**src/rtl/cordic_pkg.sv**
```systemverilog
// Shared definitions for the CORDIC rotation engine.
// Holds the controller state encoding, Q.29 angle/gain constants and the
// arctangent table used by the micro-rotations.
package cordic_pkg;

    typedef enum logic [2:0] {
        S_IDLE = 3'd0,
        S_FOLD = 3'd1,
        S_ITER = 3'd2,
        S_POST = 3'd3,
        S_DONE = 3'd4
    } state_t;

    // Q.29 constants
    localparam logic [31:0] PI    = 32'h6487ED51;
    localparam logic [31:0] PI_2  = 32'h3243F6A9;
    localparam logic [31:0] K_INV = 32'h136E9DB4;

    // round(atan(2^-idx) * 2^29)
    function automatic logic [31:0] atan_lut(input logic [4:0] idx);
        logic [31:0] val;
        case (idx)
            5'd0:    val = 32'h1921FB54;
            5'd1:    val = 32'h0ED63383;
            5'd2:    val = 32'h07D6DD7E;
            5'd3:    val = 32'h03FAB753;
            5'd4:    val = 32'h01FF55BB;
            5'd5:    val = 32'h00FFEAAE;
            5'd6:    val = 32'h007FFD55;
            5'd7:    val = 32'h003FFFAB;
            5'd8:    val = 32'h001FFFF5;
            5'd9:    val = 32'h000FFFFF;
            5'd10:   val = 32'h00080000;
            5'd11:   val = 32'h00040000;
            5'd12:   val = 32'h00020000;
            5'd13:   val = 32'h00010000;
            5'd14:   val = 32'h00008000;
            5'd15:   val = 32'h00004000;
            5'd16:   val = 32'h00002000;
            5'd17:   val = 32'h00001000;
            5'd18:   val = 32'h00000800;
            5'd19:   val = 32'h00000400;
            5'd20:   val = 32'h00000200;
            5'd21:   val = 32'h00000100;
            5'd22:   val = 32'h00000080;
            5'd23:   val = 32'h00000040;
            5'd24:   val = 32'h00000020;
            5'd25:   val = 32'h00000010;
            5'd26:   val = 32'h00000008;
            5'd27:   val = 32'h00000004;
            5'd28:   val = 32'h00000002;
            5'd29:   val = 32'h00000001;
            default: val = 32'h00000000;
        endcase
        return val;
    endfunction

endpackage

```
**src/rtl/cordic_rotator.sv**
```systemverilog
// Iterative rotation-mode CORDIC: one micro-rotation per clock, with
// quadrant folding so any angle in [-pi, pi] converges.
// Ports:
//   clk, rst            clock, asynchronous active-high reset
//   valid_in, angle_in  start request and Q.FRAC_W angle (radians)
//   ready, busy, done   handshake/status (all registered)
//   cos_out, sin_out    results, held while done=1
//   range_err           |angle_in| > pi; results forced to zero
module cordic_rotator
    import cordic_pkg::*;
#(
    parameter int unsigned DATA_W = 32,
    parameter int unsigned FRAC_W = 29,
    parameter int unsigned ITER   = 24
) (
    input  logic              clk,
    input  logic              rst,
    input  logic              valid_in,
    input  logic [DATA_W-1:0] angle_in,
    output logic              ready,
    output logic              busy,
    output logic              done,
    output logic [DATA_W-1:0] cos_out,
    output logic [DATA_W-1:0] sin_out,
    output logic              range_err
);

    localparam int unsigned XW = DATA_W + 2;
    localparam int unsigned CW = (ITER > 1) ? $clog2(ITER) : 1;

    localparam logic signed [DATA_W-1:0] PI_S      = DATA_W'(PI);
    localparam logic signed [DATA_W-1:0] PI_2_S    = DATA_W'(PI_2);
    localparam logic signed [DATA_W-1:0] NEG_PI_S  = -PI_S;
    localparam logic signed [DATA_W-1:0] NEG_PI_2S = -PI_2_S;
    localparam logic signed [XW-1:0]     K_X       = XW'(K_INV);
    localparam logic signed [XW-1:0]     ONE_X     = XW'(1) << FRAC_W;
    localparam logic signed [XW-1:0]     NEG_ONE_X = -ONE_X;
    localparam logic [CW-1:0]            LAST      = CW'(ITER - 1);

    state_t                     state;
    logic signed [DATA_W-1:0]   angle_q;
    logic signed [XW-1:0]       x;
    logic signed [XW-1:0]       y;
    logic signed [DATA_W-1:0]   z;
    logic [CW-1:0]              cnt;
    logic                       neg;
    logic                       err;

    logic signed [XW-1:0]       x_sh;
    logic signed [XW-1:0]       y_sh;
    logic signed [DATA_W-1:0]   atan_i;
    logic signed [XW-1:0]       x_post;
    logic signed [XW-1:0]       y_post;

    // Per-iteration shifted operands and table angle
    assign x_sh   = x >>> cnt;
    assign y_sh   = y >>> cnt;
    assign atan_i = DATA_W'(atan_lut(5'(cnt)));

    // Undo the pi fold: cos/sin of (a -/+ pi) are both negated
    assign x_post = neg ? -x : x;
    assign y_post = neg ? -y : y;

    // Clamp to [-1.0, +1.0] and drop the guard bits
    function automatic logic [DATA_W-1:0] sat(input logic signed [XW-1:0] v);
        logic [DATA_W-1:0] r;
        if (v > ONE_X) begin
            r = DATA_W'(ONE_X);
        end else if (v < NEG_ONE_X) begin
            r = DATA_W'(NEG_ONE_X);
        end else begin
            r = DATA_W'(v);
        end
        return r;
    endfunction

    // Controller and datapath
    always_ff @(posedge clk or posedge rst) begin
        if (rst) begin
            state     <= S_IDLE;
            angle_q   <= '0;
            x         <= '0;
            y         <= '0;
            z         <= '0;
            cnt       <= '0;
            neg       <= 1'b0;
            err       <= 1'b0;
            ready     <= 1'b1;
            busy      <= 1'b0;
            done      <= 1'b0;
            cos_out   <= '0;
            sin_out   <= '0;
            range_err <= 1'b0;
        end else begin
            case (state)
                S_IDLE, S_DONE: begin
                    if (valid_in) begin
                        angle_q   <= angle_in;
                        done      <= 1'b0;
                        range_err <= 1'b0;
                        ready     <= 1'b0;
                        busy      <= 1'b1;
                        state     <= S_FOLD;
                    end
                end
                S_FOLD: begin
                    if (angle_q > PI_2_S) begin
                        z   <= angle_q - PI_S;
                        neg <= 1'b1;
                    end else if (angle_q < NEG_PI_2S) begin
                        z   <= angle_q + PI_S;
                        neg <= 1'b1;
                    end else begin
                        z   <= angle_q;
                        neg <= 1'b0;
                    end
                    err   <= (angle_q > PI_S) || (angle_q < NEG_PI_S);
                    x     <= K_X;
                    y     <= '0;
                    cnt   <= '0;
                    state <= S_ITER;
                end
                S_ITER: begin
                    // Rotate toward z = 0; y update uses the pre-update x
                    if (!z[DATA_W-1]) begin
                        x <= x - y_sh;
                        y <= y + x_sh;
                        z <= z - atan_i;
                    end else begin
                        x <= x + y_sh;
                        y <= y - x_sh;
                        z <= z + atan_i;
                    end
                    cnt <= cnt + CW'(1);
                    if (cnt == LAST) begin
                        state <= S_POST;
                    end
                end
                S_POST: begin
                    if (err) begin
                        cos_out   <= '0;
                        sin_out   <= '0;
                        range_err <= 1'b1;
                    end else begin
                        cos_out   <= sat(x_post);
                        sin_out   <= sat(y_post);
                        range_err <= 1'b0;
                    end
                    done  <= 1'b1;
                    busy  <= 1'b0;
                    ready <= 1'b1;
                    state <= S_DONE;
                end
                default: begin
                    state <= S_IDLE;
                    ready <= 1'b1;
                    busy  <= 1'b0;
                end
            endcase
        end
    end

endmodule
```
**config.mk**
```make
export PLATFORM = sky130hd
export DESIGN_NAME = cordic_rotator
export DESIGN_NICKNAME = d
export VERILOG_FILES = /design/src/rtl/cordic_pkg.sv /design/src/rtl/cordic_rotator.sv
export SDC_FILE = /design/constraint.sdc
export NUM_CORES = 1
export LEC_CHECK = 0
export CORE_AREA = 2 2 209 211
export CTS_CLUSTER_SIZE = 20
export DETAILED_ROUTE_END_ITERATION = 12
export DIE_AREA = 0 0 211 213
export DONT_BUFFER_PORTS = 1
export GPL_TIMING_DRIVEN = 0
export PLACE_DENSITY = 0.69
export SLEW_MARGIN = 15
export SYNTH_ARGS = -nofsm -noshare
export SYNTH_HDL_FRONTEND = slang
export SYNTH_SLANG_ARGS = --single-unit
export TNS_END_PERCENT = 100
```
**constraint.sdc**
```tcl
create_clock -name clk -period 21 [get_ports clk]
set_input_delay 4.2 -clock clk [delete_from_list [all_inputs] [get_ports clk]]
set_output_delay 4.2 -clock clk [all_outputs]
set_load 0.005 [all_outputs]
```
==> results of run 1 <==
[synthesized netlist by cell type (all sizes together), types with 19 or more instances]
cell type,n
o21ai,249
inv,61
and2,25
xnor2,131
nand2,439
nand4,29
a21o,59
or3,19
and3,30
nor3,51
nand3,43
a31oi,34
mux4,80
nand2b,28
xor2,129
dfrtp,209
o22ai,38
a22oi,22
o31ai,36
mux2i,65
nor2,232
ha,115
clkbuf,157
nor2b,27
a21oi,230
buf,77
a211oi,31
[per-layer routing]
metal  up-vias  share of wire (%)
met5         -                  0
met4         0                9.7
met3       606                 12
met2      1955                 43
met1     12255                 36
li1      10702                  -
[worst register-to-register path, delay by kind of cell (launching register included)]
kind,cells,cell delay (ns)
buffers and inverters,7,4.42
XOR/XNOR,2,0.68
flip-flops,1,0.51
adder cells (fa/ha/maj),1,0.36
AND/OR/NAND/NOR,3,0.86
AO/OA/AOI/OAI,9,2.40
[worst paths after layout]
path	end	slack, ns	depth (start not counted)
min in group asynchronous	x[7]$_DFFE_PP0N_	3.38	1
max reg2reg	y[33]$_DFFE_PP0N_	11.69	22
max in group asynchronous	cnt[1]$_DFFE_PP0N_	16.81	2
min reg2reg	cos_out[24]$_DFFE_PP0P_	0.50	2
max	y[33]$_DFFE_PP0N_	11.69	22
min	cos_out[24]$_DFFE_PP0P_	0.50	2
[stage by stage]
step	std cells	hold slack [ns]	setup slack [ns]
2_1_floorplan	2932	0.471	11.06
4_1_cts	3529	0.508	12.15
3_5_place_dp	3481	0.496	12.19
6_report	3530	0.504	11.69
3_3_place_gp	3478	0.489	8.89
5_1_grt	3529	0.526	11.71
[kinds of logic (layout without fill, tap and decap cells)]
logic type / Yosys count / after routing
other: 0 / 1
buffers and inverters: 299 / 350
AND/OR/NAND/NOR: 994 / 994
AO/OA/AOI/OAI: 888 / 888
flip-flops: 210 / 210
adder cells (fa/ha/maj): 118 / 118
multiplexers: 163 / 163
XOR/XNOR: 260 / 260
[state kept, by name (all words and copies together), names as in the netlist]
name	count
cos_out	32
neg	1
err	1
state	3
z	32
range_err	1
y	34
sin_out	32
busy	1
x	34
ready	1
done	1
cnt	5
angle_q	32
[area by class of cell]
type                    count  area [um^2]
fillers                  3742        17700
multi-input cells        2423        16800
flip-flops and latches    210         5260
plain buffers             234         1000
clock buffers              33          738
well taps                 546          683
inverters                  65          251
clock inverters            15          243
repair buffers              3         62.6
diodes                      1         2.50
==> flow_summary.toml, run 1 <==
[outcome]
status = "finished clean"

[floorplan]
core-area_um2 = 42700
io_pins = 103
core.rowCount = 76
die_w_um = 211
start_util_pct = 54.5
dieArea_um2 = 44900
die_y_um = 213

[global_routing]
grt_usage_pct = 47.9
met3_usage_pct = 14.1
grt_first_pass_wirelength_um = 158000
grt_max_degree = 100
grt_use_met2_pct = 74.6
met1_usage_pct = 55.3
overflow = 0
gr-max-usage-layer = "met2"
antenna_found_initial = 5
grt_pass1_vias = 24594

[sta]
hold_viol_final = 0
skew_ns = 0.0172
tns_ns = 0
fin_crit_sh_pct = 44.3
rsz0062_at_grt = "no"
setup-violations-final = 0
fmax_mhz = 107
max-slew-margin-rel_pct = 11.0
drv_slew = 0
worst_slew_pin_slew_ns = 1.33
period_needed_ns = 9.31

[place]
dpl.hpwl_um = 84800
numPortBuffers = 0
gp_congestion = 1.07
dpl_cell_area_um2 = 24000

[cts]
clkSinkCount = 210
cts_tree = "yes"
clk_pin_slew_worst_paths_ns = 0.07
cts_hold_buf = 0
cts-resized-gates = 0
clk_path_buf_depth = 3
post_cts_buffers = 0
clk_latency_ns = 0.59
cts_made_buffers = 26
ctsRootBufferMaster = "clkbuf_16"
htree_levels = 1

[final_layout]
mostFrequentLayoutCells = "nand2_1 (439), nor2_1 (230), a21oi_1 (229)"
layout_commonest_cell = "nand2_1"
final_util_pct = 58.6
fin_area_um2 = 25000
drive_gt1_share_pct = 9.02
fin_nets = 3116
synthToLayoutAreaGrowth_pct = 7.50

[logic_synthesis]
synth_top_family_by_area = "compound AO/OA/AOI/OAI gates"
synth_ff_type = "dfrtp_1"
synth_area_leader_cell = "dfrtp_1"
ys_seq_elements = 210
syn_area_um2 = 23300
synth_xor_area_share_pct = 9.78
synth.top_cell.area_share_pct = 22.5
synthMuxAreaShare_pct = 11.4
synth_cell_type_count = 101
synthSimpleGateAreaFrac_pct = 19.9
async_flop_share_pct = 100
synth_compound_area_share_pct = 24.5
yosysWarnings = 0
synthTopCellsByArea = "dfrtp_1 (22%), mux4_2 (7.7%), nand2_1 (7.1%), ha_1 (6.2%), xnor2_1 (4.9%)"
synth_seq_area_share_pct = 22.6
synthAdderAreaFrac_pct = 6.44
synth-edff-count = 0
synthesis.nets = 3085
syn_area_per_cell_um2 = 7.94
synthCells = 2932

[route]
wire_per_inst_um = 31.0
via_count = 25518
wl_um = 110000
ant_nets = 0
drtIter0Drc = 3436
vias_per_cell = 7.23
drtPass1Iterations = 6
drcViolationCount = 0

[critical_path]
cp_slowest_cell = "buf_1"
cp_data_required_time_ns = 21.51
reg2reg_from = "cnt[4]$_DFFE_PP0N_"
cp-startpoint = "cnt[4]$_DFFE_PP0N_"
cpMostUsedCell = "clkbuf_1"
slowest_delay_ns = 0.78
path_cells = "clkbuf_1 > clkbuf_1 > buf_2 > buf_1 > buf_1 > clkbuf_1 > clkbuf_1 > a21oi_1 > xor2_1 > ha_1 > a21o_1 > a21o_1 > a221o_1 > and4_1 > nor3_1 > a21oi_1 > o41ai_1 > o21ai_0 > nor2_1 > xor2_1 > a21oi_1 > o22ai_1"
crit_arrival_ns = 9.82
crit_path_end_kind = "register"
worstSetupPathType = "register to register"
crit_path_max_fanout = 10
crit_family = "buffers and inverters"
cp-start-kind = "register"
crit_buf_inv = 7

[flow_run]
maxCapViolations = 0

[hold_path]
hp-class = "register to register"
min_from = "cos_out[24]$_DFFE_PP0P_"
Power of run 1 is left out: the tool's default activity adds up to more than one toggle a clock period on the data nets, which glitch-free logic cannot reach.
==> run 2, diff against run 1 <==
PLACE_DENSITY = 0.72   (was 0.69)
clock period = 7.6 ns   (was 21 ns; I/O delays follow)
==> flow_summary.toml, run 2 (synthesized netlist as in run 1, its figures left out) <==
[place]
dpl.hpwl_um = 83000
gp_congestion = 1.08
numPortBuffers = 0
dp_cells = 3480

[critical_path]
cp-startpoint = "cnt[3]$_DFFE_PP0N_"
cp-start-kind = "register"
reg2reg_to = "y[33]$_DFFE_PP0N_"
r2r_cells = 25
cp_data_required_time_ns = 8.08
crit_path_max_fanout = 10
reg2reg_from = "cnt[3]$_DFFE_PP0N_"
crit_end = "y[33]$_DFFE_PP0N_"
slowest_delay_ns = 0.67
cpMostUsedCell = "a21oi_1"
crit_buf_inv = 4
crit_arrival_ns = 8.13
crit_family = "compound AO/OA/AOI/OAI gates"
cp_slowest_cell = "dfrtp_1"
worstSetupPathType = "register to register"
crit_path_end_kind = "register"
timing.reg2reg.setup_slack_ns = -0.05
cp.depth = 25

[final_layout]
fin_nets = 3115
layout_commonest_cell = "nand2_1"
final_cell_count_no_fill = 3527
largestRegisters = "x: 34 flops, y: 34 flops"
diodes = 0
drive_gt1_share_pct = 10.2
synthToLayoutAreaGrowth_pct = 8.11
seq_area_um2 = 5260
fillers = 3791
mostFrequentLayoutCells = "nand2_1 (439), nor2_1 (231), a21oi_1 (228)"
multiInputGateArea_um2 = 17000

[floorplan]
dieArea_um2 = 44900
core.rowCount = 76
core-area_um2 = 42700
start_util_pct = 54.5
io_pins = 103
die_y_um = 213
die_w_um = 211

[global_routing]
grt_pass1_vias = 23934
overflow = 0
grt_max_degree = 109
grt_usage_pct = 46.9
antenna_found_initial = 6
grt_first_pass_wirelength_um = 155000

[route]
wl_um = 108000
wire_per_inst_um = 30.6
drtIter0Drc = 3834
via_count = 25512
dr_wl_met2_um = 45600
ant_nets = 0
drcViolationCount = 0
highest_layer = "met5"
wl_met3_um = 14300
wirelength_met1_um = 39200
drtPass1Iterations = 7
vias_per_cell = 7.23

[cts]
clk_latency_ns = 0.58
htree_levels = 1
cts_tree = "yes"
clk_path_buf_depth = 3
ctsRootBufferMaster = "clkbuf_16"
post_cts_buffers = 0
cts_made_buffers = 27
clkSinkCount = 210
cts_hold_buf = 0
clk_pin_slew_worst_paths_ns = 0.07

[sta]
hold_viol_final = 0
holdWs_ns = 0.508
period_needed_ns = 7.65
finalWorstSetupSlack_ns = -0.0503
skew_ns = 0.0197
max-slew-margin-rel_pct = 12.6
setup-violations-final = 1
drv_slew = 0
worst_slew_pin_slew_ns = 1.31
fmax_mhz = 131
fin_crit_sh_pct = 101

[outcome]
status = "complete, but fails checks"
violations = "setup timing"

[hold_path]
hp-class = "register to register"

[flow_run]
maxCapViolations = 0
==> run 2: worst register-to-register path: stages, from the launching register on <==
cell and delay (ns):
dfrtp_1 0.67, buf_2 0.43, clkbuf_4 0.39, buf_4 0.34
mux4_2 0.37, mux2i_1 0.41, o32ai_2 0.28, a31oi_2 0.43
and3_1 0.29, and2_1 0.15, clkbuf_1 0.29, a21oi_1 0.13
xor2_1 0.33, ha_1 0.37, a21o_1 0.19, a21o_1 0.18
a221o_1 0.37, and4_1 0.22, nor3_2 0.27, a21oi_1 0.21
o41ai_4 0.34, o21ai_0 0.15, nor2_1 0.13, xor2_1 0.31
a21oi_1 0.12, o22ai_1 0.17
==> run 2: through the flow <==
stage / utilization (%) / TNS [ns] / setup WS [ns] / instance area [um^2]
finish: 59.0 / -0.0503 / -0.0503 / 25200
global route: 59.0 / -0.00878 / -0.00878 / 25200
CTS: 58.6 / 0 / 0.00364 / 25000
detailed placement: 56.3 / -2.32 / -0.700 / 24000
global placement: 56.1 / -412.41 / -1.99 / 24000
floorplan: - / 0 / 0.344 / 23300
==> run 2: final cells by class <==
| type | instances | area share (%) |
|---|---|---|
| buffer | 233 | 4.12 |
| clock buffer | 40 | 3.12 |
| clock inverter | 8 | 0.586 |
| inverter | 65 | 1.01 |
| multi-input combinational | 2423 | 67.4 |
| sequential | 210 | 20.9 |
| tap | 546 | 2.71 |
| timing repair buffer | 2 | 0.139 |
==> run 2: what timing repair did <==
action,in CTS,in global routing
resized for setup,18,45
pin swaps,0,0
hold endpoints to repair,0,0
cloned,0,0
setup endpoints to repair,14,18
==> run 2: layer usage <==
layer,vias up,track usage (%)
li1,10696,-
met1,12239,58.0
met2,2052,70.5
met3,515,13.9
met4,10,32.3
met5,-,0
==> run 2: worst min-delay path by stage <==
stage / start / endpoint / slack (ns) / depth (start not counted)
after global routing: cos_out[30]$_DFFE_PP0P_ / cos_out[30]$_DFFE_PP0P_ / 0.53 / 1
after detailed placement: cos_out[30]$_DFFE_PP0P_ / cos_out[30]$_DFFE_PP0P_ / 0.50 / 1
after CTS: cos_out[30]$_DFFE_PP0P_ / cos_out[30]$_DFFE_PP0P_ / 0.51 / 1
final: sin_out[27]$_DFFE_PP0P_ / sin_out[27]$_DFFE_PP0P_ / 0.51 / 2
after floorplan: done$_DFFE_PP0P_ / done$_DFFE_PP0P_ / 0.47 / 2
after global placement: cos_out[31]$_DFFE_PP0P_ / cos_out[31]$_DFFE_PP0P_ / 0.49 / 1
Power of run 2 is left out for the same reason.
